<file path="src/rtl/wb_cmd_master_pkg.sv">
// Shared Wishbone definitions for the command master: FSM state
// encoding, default bus widths and the timeout-counter width.
package wb_cmd_master_pkg;

    localparam int wb_dat_width_def = 32;
    localparam int wb_adr_width_def = 32;
    localparam int tmo_cnt_width    = 8;

    typedef enum logic [1:0] {
        ST_IDLE = 2'd0,
        ST_BUS  = 2'd1,
        ST_RESP = 2'd2
    } wb_state_e;

endpackage

</file>
<file path="src/rtl/wb_cmd_master_if.sv">
// Command/response handshake plus Wishbone master signals of wb_cmd_master.
// modport master : the wb_cmd_master side (drives cmd_ready, rsp_*, wb_* outputs)
// modport slave  : the environment side (command source, response sink, Wishbone slave)
interface wb_cmd_master_if
    import wb_cmd_master_pkg::*;
#(
    parameter int wb_dat_width = wb_dat_width_def,
    parameter int wb_adr_width = wb_adr_width_def
);
    logic                      cmd_valid_i;
    logic                      cmd_ready_o;
    logic                      cmd_we_i;
    logic [wb_adr_width-1:0]   cmd_adr_i;
    logic [wb_dat_width-1:0]   cmd_dat_i;
    logic                      rsp_valid_o;
    logic                      rsp_ready_i;
    logic [wb_dat_width-1:0]   rsp_dat_o;
    logic                      rsp_err_o;
    logic [wb_adr_width-1:0]   wb_adr_o;
    logic [wb_dat_width-1:0]   wb_dat_o;
    logic                      wb_we_o;
    logic [wb_dat_width/8-1:0] wb_sel_o;
    logic                      wb_cyc_o;
    logic                      wb_stb_o;
    logic                      wb_ack_i;
    logic [wb_dat_width-1:0]   wb_dat_i;

    modport master (
        input  cmd_valid_i, cmd_we_i, cmd_adr_i, cmd_dat_i, rsp_ready_i, wb_ack_i, wb_dat_i,
        output cmd_ready_o, rsp_valid_o, rsp_dat_o, rsp_err_o,
               wb_adr_o, wb_dat_o, wb_we_o, wb_sel_o, wb_cyc_o, wb_stb_o
    );

    modport slave (
        output cmd_valid_i, cmd_we_i, cmd_adr_i, cmd_dat_i, rsp_ready_i, wb_ack_i, wb_dat_i,
        input  cmd_ready_o, rsp_valid_o, rsp_dat_o, rsp_err_o,
               wb_adr_o, wb_dat_o, wb_we_o, wb_sel_o, wb_cyc_o, wb_stb_o
    );
endinterface

</file>
<file path="src/rtl/wb_timeout_cnt.sv">
// Bus-cycle timeout counter.
// clk, rst : clock, async active-high reset
// clr      : restart counting from zero
// en       : one sampling edge without ack
// expired  : the enabled edge in progress brings the count to 'limit'
module wb_timeout_cnt
    import wb_cmd_master_pkg::*;
#(
    parameter int limit = 16
) (
    input  logic clk,
    input  logic rst,
    input  logic clr,
    input  logic en,
    output logic expired
);
    localparam logic [tmo_cnt_width-1:0] last_cnt = tmo_cnt_width'(limit - 1);

    logic [tmo_cnt_width-1:0] cnt_q;

    always_ff @(posedge clk or posedge rst) begin
        if (rst) begin
            cnt_q <= '0;
        end else if (clr) begin
            cnt_q <= '0;
        end else if (en) begin
            cnt_q <= cnt_q + 1'b1;
        end
    end

    // Reported combinationally so the FSM can leave BUS on the very edge
    // whose increment reaches the limit.
    assign expired = en && (cnt_q == last_cnt);
endmodule

</file>
<file path="src/rtl/wb_cmd_master.sv">
// Wishbone classic single-transfer master driven by a valid/ready command
// port and returning a valid/ready response (read data or timeout error).
// clk, rst : clock, async active-high reset
// bus      : wb_cmd_master_if.master (cmd_*, rsp_*, wb_* signals)
//
// state   | meaning
// IDLE    | cmd_ready high, waiting for a command
// BUS     | cyc/stb asserted, waiting for ack or timeout
// RESP    | response held until rsp_ready
module wb_cmd_master
    import wb_cmd_master_pkg::*;
#(
    parameter int wb_dat_width   = wb_dat_width_def,
    parameter int wb_adr_width   = wb_adr_width_def,
    parameter int timeout_cycles = 16
) (
    input  logic            clk,
    input  logic            rst,
    wb_cmd_master_if.master bus
);
    wb_state_e               state_q, state_d;
    logic                    cyc_q, cyc_d;
    logic                    we_q, we_d;
    logic [wb_adr_width-1:0] adr_q, adr_d;
    logic [wb_dat_width-1:0] dat_q, dat_d;
    logic                    rsp_valid_q, rsp_valid_d;
    logic                    rsp_err_q, rsp_err_d;
    logic [wb_dat_width-1:0] rsp_dat_q, rsp_dat_d;
    logic                    cnt_clr, cnt_en, cnt_expired;

    wb_timeout_cnt #(.limit(timeout_cycles)) u_tmo (
        .clk     (clk),
        .rst     (rst),
        .clr     (cnt_clr),
        .en      (cnt_en),
        .expired (cnt_expired)
    );

    always_ff @(posedge clk or posedge rst) begin
        if (rst) begin
            state_q     <= ST_IDLE;
            cyc_q       <= 1'b0;
            we_q        <= 1'b0;
            adr_q       <= '0;
            dat_q       <= '0;
            rsp_valid_q <= 1'b0;
            rsp_err_q   <= 1'b0;
            rsp_dat_q   <= '0;
        end else begin
            state_q     <= state_d;
            cyc_q       <= cyc_d;
            we_q        <= we_d;
            adr_q       <= adr_d;
            dat_q       <= dat_d;
            rsp_valid_q <= rsp_valid_d;
            rsp_err_q   <= rsp_err_d;
            rsp_dat_q   <= rsp_dat_d;
        end
    end

    always_comb begin
        state_d     = state_q;
        cyc_d       = cyc_q;
        we_d        = we_q;
        adr_d       = adr_q;
        dat_d       = dat_q;
        rsp_valid_d = rsp_valid_q;
        rsp_err_d   = rsp_err_q;
        rsp_dat_d   = rsp_dat_q;
        cnt_clr     = 1'b0;
        cnt_en      = 1'b0;
        unique case (state_q)
            ST_IDLE: begin
                // cmd_ready is implied here: the flops only update with rst low.
                if (bus.cmd_valid_i) begin
                    adr_d   = bus.cmd_adr_i;
                    dat_d   = bus.cmd_dat_i;
                    we_d    = bus.cmd_we_i;
                    cyc_d   = 1'b1;
                    cnt_clr = 1'b1;
                    state_d = ST_BUS;
                end
            end
            ST_BUS: begin
                // Ack takes priority over a timeout landing on the same edge.
                if (bus.wb_ack_i) begin
                    cyc_d       = 1'b0;
                    rsp_dat_d   = we_q ? '0 : bus.wb_dat_i;
                    rsp_err_d   = 1'b0;
                    rsp_valid_d = 1'b1;
                    state_d     = ST_RESP;
                end else begin
                    cnt_en = 1'b1;
                    if (cnt_expired) begin
                        cyc_d       = 1'b0;
                        rsp_dat_d   = '0;
                        rsp_err_d   = 1'b1;
                        rsp_valid_d = 1'b1;
                        state_d     = ST_RESP;
                    end
                end
            end
            ST_RESP: begin
                if (bus.rsp_ready_i) begin
                    rsp_valid_d = 1'b0;
                    state_d     = ST_IDLE;
                end
            end
            default: state_d = ST_IDLE;
        endcase
    end

    assign bus.cmd_ready_o = (state_q == ST_IDLE) && !rst;
    assign bus.wb_cyc_o    = cyc_q;
    assign bus.wb_stb_o    = cyc_q;
    assign bus.wb_adr_o    = adr_q;
    assign bus.wb_dat_o    = dat_q;
    assign bus.wb_we_o     = we_q;
    assign bus.wb_sel_o    = rst ? '0 : '1;
    assign bus.rsp_valid_o = rsp_valid_q;
    assign bus.rsp_err_o   = rsp_err_q;
    assign bus.rsp_dat_o   = rsp_dat_q;
endmodule

</file>
<file path="src/flat_wrapper.sv">
// flat-port wrapper written by rule: the top's interface ports become plain ports
module wb_cmd_master_flat import wb_cmd_master_pkg::*;
#(
    parameter int wb_dat_width   = wb_dat_width_def,
    parameter int wb_adr_width   = wb_adr_width_def,
    parameter int timeout_cycles = 16
)
  (clk, rst, bus_cmd_valid_i, bus_cmd_we_i, bus_cmd_adr_i, bus_cmd_dat_i, bus_rsp_ready_i, bus_wb_ack_i, bus_wb_dat_i, bus_cmd_ready_o, bus_rsp_valid_o, bus_rsp_dat_o, bus_rsp_err_o, bus_wb_adr_o, bus_wb_dat_o, bus_wb_we_o, bus_wb_sel_o, bus_wb_cyc_o, bus_wb_stb_o);
  wb_cmd_master_if #(.wb_dat_width(wb_dat_width), .wb_adr_width(wb_adr_width)) bus_i ();
  input  logic clk;
  input  logic rst;
  input wire logic [$bits(bus_i.cmd_valid_i)-1:0] bus_cmd_valid_i;
  input wire logic [$bits(bus_i.cmd_we_i)-1:0] bus_cmd_we_i;
  input wire logic [$bits(bus_i.cmd_adr_i)-1:0] bus_cmd_adr_i;
  input wire logic [$bits(bus_i.cmd_dat_i)-1:0] bus_cmd_dat_i;
  input wire logic [$bits(bus_i.rsp_ready_i)-1:0] bus_rsp_ready_i;
  input wire logic [$bits(bus_i.wb_ack_i)-1:0] bus_wb_ack_i;
  input wire logic [$bits(bus_i.wb_dat_i)-1:0] bus_wb_dat_i;
  output wire logic [$bits(bus_i.cmd_ready_o)-1:0] bus_cmd_ready_o;
  output wire logic [$bits(bus_i.rsp_valid_o)-1:0] bus_rsp_valid_o;
  output wire logic [$bits(bus_i.rsp_dat_o)-1:0] bus_rsp_dat_o;
  output wire logic [$bits(bus_i.rsp_err_o)-1:0] bus_rsp_err_o;
  output wire logic [$bits(bus_i.wb_adr_o)-1:0] bus_wb_adr_o;
  output wire logic [$bits(bus_i.wb_dat_o)-1:0] bus_wb_dat_o;
  output wire logic [$bits(bus_i.wb_we_o)-1:0] bus_wb_we_o;
  output wire logic [$bits(bus_i.wb_sel_o)-1:0] bus_wb_sel_o;
  output wire logic [$bits(bus_i.wb_cyc_o)-1:0] bus_wb_cyc_o;
  output wire logic [$bits(bus_i.wb_stb_o)-1:0] bus_wb_stb_o;
  assign bus_i.cmd_valid_i = bus_cmd_valid_i;
  assign bus_i.cmd_we_i = bus_cmd_we_i;
  assign bus_i.cmd_adr_i = bus_cmd_adr_i;
  assign bus_i.cmd_dat_i = bus_cmd_dat_i;
  assign bus_i.rsp_ready_i = bus_rsp_ready_i;
  assign bus_i.wb_ack_i = bus_wb_ack_i;
  assign bus_i.wb_dat_i = bus_wb_dat_i;
  assign bus_cmd_ready_o = bus_i.cmd_ready_o;
  assign bus_rsp_valid_o = bus_i.rsp_valid_o;
  assign bus_rsp_dat_o = bus_i.rsp_dat_o;
  assign bus_rsp_err_o = bus_i.rsp_err_o;
  assign bus_wb_adr_o = bus_i.wb_adr_o;
  assign bus_wb_dat_o = bus_i.wb_dat_o;
  assign bus_wb_we_o = bus_i.wb_we_o;
  assign bus_wb_sel_o = bus_i.wb_sel_o;
  assign bus_wb_cyc_o = bus_i.wb_cyc_o;
  assign bus_wb_stb_o = bus_i.wb_stb_o;
  wb_cmd_master #(.wb_dat_width(wb_dat_width), .wb_adr_width(wb_adr_width), .timeout_cycles(timeout_cycles)) u_core (.clk(clk), .rst(rst), .bus(bus_i));
endmodule
</file>
<file path="config.mk">
export PLATFORM = sky130hd
export DESIGN_NAME = wb_cmd_master_flat
export DESIGN_NICKNAME = d
export VERILOG_FILES = /design/src/rtl/wb_cmd_master_pkg.sv /design/src/rtl/wb_cmd_master_if.sv /design/src/rtl/wb_timeout_cnt.sv /design/src/rtl/wb_cmd_master.sv /design/src/flat_wrapper.sv
export SDC_FILE = /design/constraint.sdc
export NUM_CORES = 1
export LEC_CHECK = 0
export CAP_MARGIN = 20
export CORE_UTILIZATION = 41
export CTS_CLUSTER_DIAMETER = 100
export CTS_CLUSTER_SIZE = 25
export DETAILED_ROUTE_END_ITERATION = 10
export HOLD_SLACK_MARGIN = 0.08
export MAX_ROUTING_LAYER = met4
export PLACE_DENSITY = 0.8
export SYNTH_ARGS = -nofsm -noshare
export SYNTH_HDL_FRONTEND = slang
export SYNTH_HIERARCHICAL = 1
export SYNTH_SLANG_ARGS = --single-unit
</file>
<file path="constraint.sdc">
create_clock -name clk -period 4.15 [get_ports clk]
set_input_delay 0.6225 -clock clk [delete_from_list [all_inputs] [get_ports clk]]
set_output_delay 0.6225 -clock clk [all_outputs]
set_load 0.02 [all_outputs]
</file>
---- After elaboration in Yosys (flattened, before gate mapping) ----
Index checks and enable logic that the tools add are counted.
Widths: inputs -> output; s select.
storage, ports and cells
  bits in registers ....................... 110
  latch bits .............................. 0
  bits in writable memories ............... 0
  bits in read-only memories .............. 0
  output and inout port bits .............. 106
  word-level logic and storage cells ...... 53
  memories kept ........................... 0
cells by class
  add/subtract/negate cells ............... 1
  multipliers ............................. 0
  div/mod/pow operators ................... 0
  magnitude comparators ................... 0
  eq/ne operators ......................... 6
  shift-type cells ........................ 0
  muxes and demuxes ....................... 24
  bitwise logic cells ..................... 0
  reductions and logical operators ........ 13
operators by type and width
  cell                 number
  $mux 32              3
  $mux 8               2
  $mux 1               11
  $reduce_and 3->1     3
  $add 8x1->8 const B  1
  $eq 8x4->1 const B   1
  $mux 2               4
  $reduce_bool 2->1    4
  $pmux 2 s3           1
  $mux 4               1
  $ne 2x2->1 const B   2
  $pmux 1 s2           2
  $reduce_and 2->1     2
  $ne 3x2->1 const B   1
  $eq 2x1->1 const B   1
  $eq 2x2->1 const B   1
  $logic_and 1x1->1    2
  $logic_not 2->1      1
  $logic_not 1->1      1

---- Longest topological paths before layout ----
Gate-level depths: netlist of run 1.
  depth after elaboration ................. 6
  mapped depth ............................ 10
  mapped depth without buffers ............ 7

---- By module ----
Netlist of run 1, hierarchy kept.
by module, submodules not included
  module          instances  cells an instance  area each (µm²)
  wb_cmd_master   1          306                3977.6
  wb_timeout_cnt  1          41                 421.7

---- Least setup slack after synthesis of run 1 ----
No wires, ideal clock.
  kind .................................... in2out
  start ................................... in rst
  end ..................................... out bus_wb_sel_o[1]
  data arrival time ....................... 3.310 ns
  slack ................................... 0.218 ns
  stages .................................. 2
  cell sequence ........................... inv_1 > buf_4
on the way
  cells in the longest elaborated chain, start to end .. 1
RTL lines
  what         line                  source
  from (decl)  flat_wrapper.sv:11    input logic rst;
  $mux 4       wb_cmd_master.sv:119  assign bus.wb_sel_o = rst ? '0 : '1;
  to (decl)    flat_wrapper.sv:26    output wire logic [$bits(bus_i.wb_sel_o)-1:0] bus_wb_sel_o;
No other way between the ends.

---- Worst setup path in the final report of run 1 ----
  start ................................... in rst
  end ..................................... out bus_wb_sel_o[3]
Same word-level chain as after synthesis.

==> results of run 1 <==
[where the power goes]
| group | internal, uW | switching, uW |
|---|---|---|
| logic | 1120 | 1040 |
| registers | 1490 | 234 |
| clock network | 217 | 354 |
[cells in the final DEF, fill, tap and decap left out, types with 3 or more instances in the layout]
master / count
clkdlybuf4s50_1: 207
xor2_1: 3
or3_1: 3
dfrtp_1: 110
clkinvlp_4: 3
nand2_1: 35
o21ai_1: 3
clkbuf_8: 9
buf_4: 3
a21oi_1: 5
mux2_2: 65
nor2_1: 8
o21ai_0: 66
nand4_1: 3
[metrics by stage]
stage	cell area [sq um]	power [uW]	worst slack, ns	hold WS (ns)
finish	6750	4450	1.40	0.513
global route	6750	4690	1.29	0.524
CTS	6710	4490	0.773	0.517
detailed placement	6550	3910	0.785	0.494
global placement	6520	3830	1.04	0.487
floorplan	4400	2810	0.218	0.438
[per-layer routing]
metal	GRT usage (%)	wire (um)
met2	32.3	5410
met4	8.13	246
met5	-	0
met3	4.82	833
met1	26.5	4620
[worst min path at each step]
stage	from	to	slack [ns]	cells past startpoint
2_1_floorplan	rst	u_core/u_tmo/cnt_q[0]	0.44	1
3_3_place_gp	u_core/bus.wb_dat_o[29]	u_core/bus.wb_dat_o[29]	0.49	1
4_1_cts	u_core/bus.wb_adr_o[25]	u_core/bus.wb_adr_o[25]	0.52	1
5_1_grt	u_core/bus.wb_adr_o[25]	u_core/bus.wb_adr_o[25]	0.52	1
6_report	u_core/bus.wb_dat_o[11]	u_core/bus.wb_dat_o[11]	0.51	1
3_5_place_dp	u_core/bus.wb_dat_o[11]	u_core/bus.wb_dat_o[11]	0.49	1
[cells by family (layout without fill, tap and decap cells)]
group,after synthesis,count (layout),synth area share (%)
xor gates and xnor gates,4,4,0.797
buffers and inverters,29,232,3.87
AOI/OAI and AO/OA,77,77,9.39
adders and majority gates,1,1,0.284
muxes,67,67,17.1
and+or+nand+nor,59,59,6.00
DFF,110,110,62.6
[registers in the layout, indices dropped and copies added (netlist names)]
signal,count
u_core/bus.wb_adr_o,32
u_core/bus.rsp_valid_o,1
u_core/u_tmo/cnt_q,8
u_core/bus.wb_we_o,1
u_core/state_q,2
u_core/bus.rsp_dat_o,32
u_core/bus.wb_dat_o,32
u_core/bus.rsp_err_o,1
u_core/bus.wb_cyc_o,1
[layout make-up]
class / instances / area [sq um] / share of cell area (%)
tap: 136 / 170 / 2.52
sequential: 110 / 2750 / 40.8
multi-input combinational: 208 / 1490 / 22.0
clock inverter: 5 / 36.3 / 0.537
clock buffer: 10 / 128 / 1.89
inverter: 3 / 13.8 / 0.204
timing repair buffer: 214 / 2160 / 32.0
[worst max-delay path, delay by kind of cell]
kind	cells	cell delay [ns]
buffers and inverters	3	1.50
==> parameters.txt, run 1 <==
Parameter                              Value

Routing
  Residual DRC    0
  Antenna-violating nets left    0
  Wirelength, routed    11.1 mm
  Pre-Repair DR Iteration Count    4
  DRC marker count from the first detailed-route iteration    141
  Vias    3438
  DR vias/cell    5.01
  Average wire length per cell after detail routing    16.2 um

STA
  Final critical delay including setup and external delays    2.75 ns
  Max Clk Rate    363 MHz
  Worst slew margin    37.4%
  RSZ-0062 raised after global routing    no
  Worst slew pin tran    0.938 ns
  Portion of the clock cycle consumed by the worst path in the final layout    66.3%
  Final-report setup violation count    0
  Final hold violation count    0
  Worst Clk Skew    0.0192 ns
  Setup TNS    0 ns
  Max-slew violations    0

Clock tree
  Number of buffers added for setup after CTS    0
  Worst skew pair latency    0.36 ns
  Hold-fix buffer count after cts    0
  Clk pin slew, worst setup/hold paths    0.10 ns
  CTS root buffer    clkbuf_8
  CTS Buf Count    9
  TritonCTS clock tree    done
  Gates resized, CTS repair    0
  Max H-tree Level    3
  Sinks on Clock Net    110
  Longest Clk Path Bufs    2

Worst setup path
  Internal reg-to-reg setup slack    1.55 ns
  Critical path capture point type    primary output
  CP max-delay cell    clkdlybuf4s50_1
  Crit-path max cell delay    0.69 ns
  Depth of the worst register-to-register path    8
  Critical Setup Path Class    input port to primary output
  Most frequent CP cell    clkdlybuf4s50_1
  Arrival @ worst endpoint    2.13 ns
  Worst setup SP type    input port
  Worst Path Required    3.53 ns
  Highest fanout seen on the critical path    31
  Cells along the critical path    clkdlybuf4s50_1, inv_4, clkdlybuf4s50_1
  R2r startpoint    u_core/state_q[1]
  Startpoint of the worst setup timing path    rst
  Reg2Reg Capture Point    u_core/bus.rsp_dat_o[31]
  CP endpoint    bus_wb_sel_o[3]

Die
  Die Span X    106 um
  Row cnt    37
  Initial core utilization    42.4%
  Top-Level Pins    208
  Area enclosed by the die boundary    11100 sq um
  Core region area    10400 sq um
  Chip Height    106 um

Power
  Pwr per Cell Area    660 nW/um^2
  Worst ir drop on vdd    0.399 mV
  Lkg Pwr    0.00274 uW

Synthesis
  Register bit total from synthesis    110
  Netlist area before placement    4400 sq um
  Library cell with the largest summed area after synthesis    dfrtp_1
  Yosys cell types    28
  Most used DFF post-synth    dfrtp_1
  Synth async-reset ratio    100%
  Most used standard cells in the synthesized netlist    dfrtp_1, o21ai_0, mux2_2
  Area share of the largest cell type after synthesis    62.6%
  Cells after synthesis    347
  Mapped Avg Cell Area    12.7 sq um
  Cells taking the most area after synthesis    dfrtp_1, mux2_2, o21ai_0, nand2_1, buf_4
  Most frequently used cell type in the post-synthesis netlist    dfrtp_1
  Fraction of the yosys area taken by sequential cells    62.6%
  Number of warnings reported in the yosys synthesis log    6
  Syn_nets    450
  Number of flops mapped to enable cells by yosys    0

Layout
  Share of layout cells above drive strength 1    16.7%
  Antenna Cells    0
  Post-Layout Cell Count    686
  Area growth from synthesis to layout    53.5%
  Final core utilization    65.1%
  Number of filler cells placed in the layout    828
  Number of nets in the layout    649

GRT
  Largest net degree at the start of global routing    77
  Number of antenna violations at the first check in global routing    0
  Tot GR Track Use    20.8%
  Number of global-route vias before repair    3482
  Global-route wire length before repair    17.4 mm
  Global route overflow    0

Outcome
  Run status    complete, no violations

Placed design
  Port buffer count    207
  GP Congestion    0.838
  Number of placed cells counting well taps    668
  Dpl hpwl    8.10 mm

Worst hold path
  Class of the tightest hold or removal check    flop to flop

Run
  Max-cap violations    0
Note: power is estimated with default switching activity, not from simulation.
==> run 2, diff against run 1 <==
Settings changed: CORE_UTILIZATION 41 to 37, PLACE_DENSITY 0.8 to 0.76.
Clock period 4.15 ns to 2.4 ns, I/O delays scaled along.
==> parameters.txt, run 2 (synthesis results as in run 1) <==
Parameter                              Value

Clock tree
  Max H-tree Level    3 (unchanged)
  Clk pin slew, worst setup/hold paths    0.07 ns (-0.03 ns)
  Worst skew pair latency    0.34 ns (-0.02 ns)
  CTS root buffer    clkbuf_16
  Hold-fix buffer count after cts    0 (unchanged)
  CTS Buf Count    9 (unchanged)
  Longest Clk Path Bufs    2 (unchanged)
  Gates resized, CTS repair    0 (unchanged)
  Number of buffers added for setup after CTS    0 (unchanged)
  Sinks on Clock Net    110 (unchanged)
  TritonCTS clock tree    done

Power
  Worst ir drop on vdd    0.681 mV (+71%)
  Switching power of the nets    2830 uW (+74%)
  Relative contribution of combinational cells to total power    45.6% (-2.9 points)
  Cell internal pwr    5400 uW (+91%)
  Total power    8230 uW (+85%)
  Clock power frac    18.2% (+5.4 points)
  Pwr per Cell Area    1180 nW/um^2 (+80%)
  Lkg Pwr    0.00284 uW (+3.5%)
  Sequential cell fraction of total power    36.2% (-2.5 points)
  Switching share of total power    34.4% (-2.1 points)

Die
  Die Span X    111 um (+5.2%)
  Core region area    11500 sq um (+11%)
  Chip Height    111 um (+5.2%)
  Row cnt    39 (+5.4%)
  Top-Level Pins    208 (unchanged)
  Initial core utilization    38.2% (-4.2 points)
  Area enclosed by the die boundary    12300 sq um (+11%)

STA
  Final-report setup violation count    0 (unchanged)
  Portion of the clock cycle consumed by the worst path in the final layout    92.1%
  Worst slew pin tran    0.598 ns (-0.341 ns)
  Final critical delay including setup and external delays    2.21 ns
  Max Clk Rate    452 MHz
  Worst Clk Skew    0.00543 ns (-0.0138 ns)
  Final Worst Setup Slack    0.188 ns (-1.21 ns)
  Setup TNS    0 ns (unchanged)
  Worst slew margin    60.1% (+23 points)
  Max-slew violations    0 (unchanged)
  Final hold violation count    0 (unchanged)
  RSZ-0062 raised after global routing    no
  Worst-case hold slack    0.399 ns (-0.114 ns)

Worst setup path
  Arrival @ worst endpoint    1.85 ns (-0.28 ns)
  R2r startpoint    u_core/state_q[1]
  Highest fanout seen on the critical path    10 (-68%)
  Critical path capture point type    primary output
  Startpoint of the worst setup timing path    rst
  Critical Setup Path Class    input port to primary output
  Depth of the worst register-to-register path    7 (-1)
  Worst setup SP type    input port
  Worst Path Required    2.04 ns (-1.49 ns)

Outcome
  Run status    finished with violations
  Violations in the final reports    DRC

Layout
  Share of layout cells above drive strength 1    17.4% (+0.69 points)
  Area occupied by registers    2750 sq um (unchanged)
  Antenna Cells    0 (unchanged)
  Number of nets in the layout    655 (+0.92%)
  Commonest non-fill, non-tap cells in the layout    clkdlybuf4s50_1, dfrtp_1, o21ai_0
  Area growth from synthesis to layout    58.0%
  Finished layout cell area    6950 sq um (+2.9%)
  Number of filler cells placed in the layout    964 (+16%)
  Multi-input logic area    1490 sq um (-0.17%)
  Most common cell after layout, fill and taps aside    clkdlybuf4s50_1

Placed design
  Worst-case setup slack after placement    -0.0847 ns (-0.870 ns)
  Cell area reported after detailed placement    6630 sq um (+1.3%)
  Port buffer count    207 (unchanged)
  Dpl hpwl    8.16 mm (+0.78%)
  GP Congestion    0.745 (-11%)

Routing
  Vias    3431 (-0.20%)
  Antenna-violating nets left    0 (unchanged)
  DR vias/cell    4.90 (-2.2%)
  Residual DRC    30 (+30)
  Average wire length per cell after detail routing    16.1 um (-0.63%)
  DRC marker count from the first detailed-route iteration    256 (+82%)
  Wirelength, routed    11.3 mm (+1.4%)
  Pre-Repair DR Iteration Count    8 (+4)

GRT
  Number of antenna violations at the first check in global routing    0 (unchanged)
  Tot GR Track Use    20.2% (-0.54 points)
  Global-route wire length before repair    19.0 mm (+8.7%)
  Largest net degree at the start of global routing    98 (+27%)
  Number of global-route vias before repair    3623 (+4.0%)
  Global route overflow    0 (unchanged)

Run
  Max-cap violations    0 (unchanged)

Worst hold path
  Class of the tightest hold or removal check    input port to async pin
[run 2: changes by cell type in the layout (fill, tap and decap cells not counted), moves of 3 or more]
| cell | change |
|---|---|
| buf_4 | +6 |
| buf_12 | +3 |
| clkbuf_8 | -7 |
| clkbuf_16 | +9 |
[run 2: worst paths after layout]
path,endpoint,slack (ns)
worst min register to register,u_core/bus.wb_dat_o[14],0.51
min in group clk,u_core/bus.wb_dat_o[14],0.51
worst min-delay path,u_core/bus.wb_dat_o[16],0.40
worst max-delay path,bus_wb_sel_o[0],0.19
max in group asynchronous,u_core/bus.wb_adr_o[17],1.25
worst max register to register,u_core/bus.wb_cyc_o,0.46
[run 2: worst max-delay path, stage by stage]
cell and delay [ns]:
clkdlybuf4s50_1 0.57, clkinvlp_4 0.29, clkdlybuf4s50_1 0.62
[run 2: final cells by class]
cell class                 count  share of cell area (%)
sequential                   110                    39.6
timing repair buffer         220                    31.9
multi-input combinational    208                    21.4
clock buffer                  13                    3.75
tap                          143                    2.57
clock inverter                 3                   0.612
inverter                       3                   0.216
[run 2: power groups by stage]
stage | logic [uW] | registers, uW | clock network (uW)
4_1_cts | 3780 | 2990 | 1550
2_1_floorplan | 1000 | 3860 | 0
3_5_place_dp | 3770 | 3020 | 0
6_report | 3750 | 2980 | 1500
3_3_place_gp | 3710 | 2970 | 0
5_1_grt | 3970 | 3090 | 1620
[run 2: per-layer routing]
| layer | global-route usage [%] | routed length (um) | part of all wire (%) |
|---|---|---|---|
| met5 | - | 0 | 0 |
| met1 | 24.1 | 4520 | 40 |
| met4 | 7.39 | 163 | 1.4 |
| met3 | 3.94 | 661 | 5.9 |
| met2 | 34.2 | 5920 | 53 |
[run 2: per-stage QoR]
step / utilization [%] / cells
5_1_grt: 60.3 / 700
4_1_cts: 60.2 / 699
3_5_place_dp: 57.6 / 683
3_3_place_gp: 57.6 / 683
6_report: 60.3 / 700
2_1_floorplan: - / 347
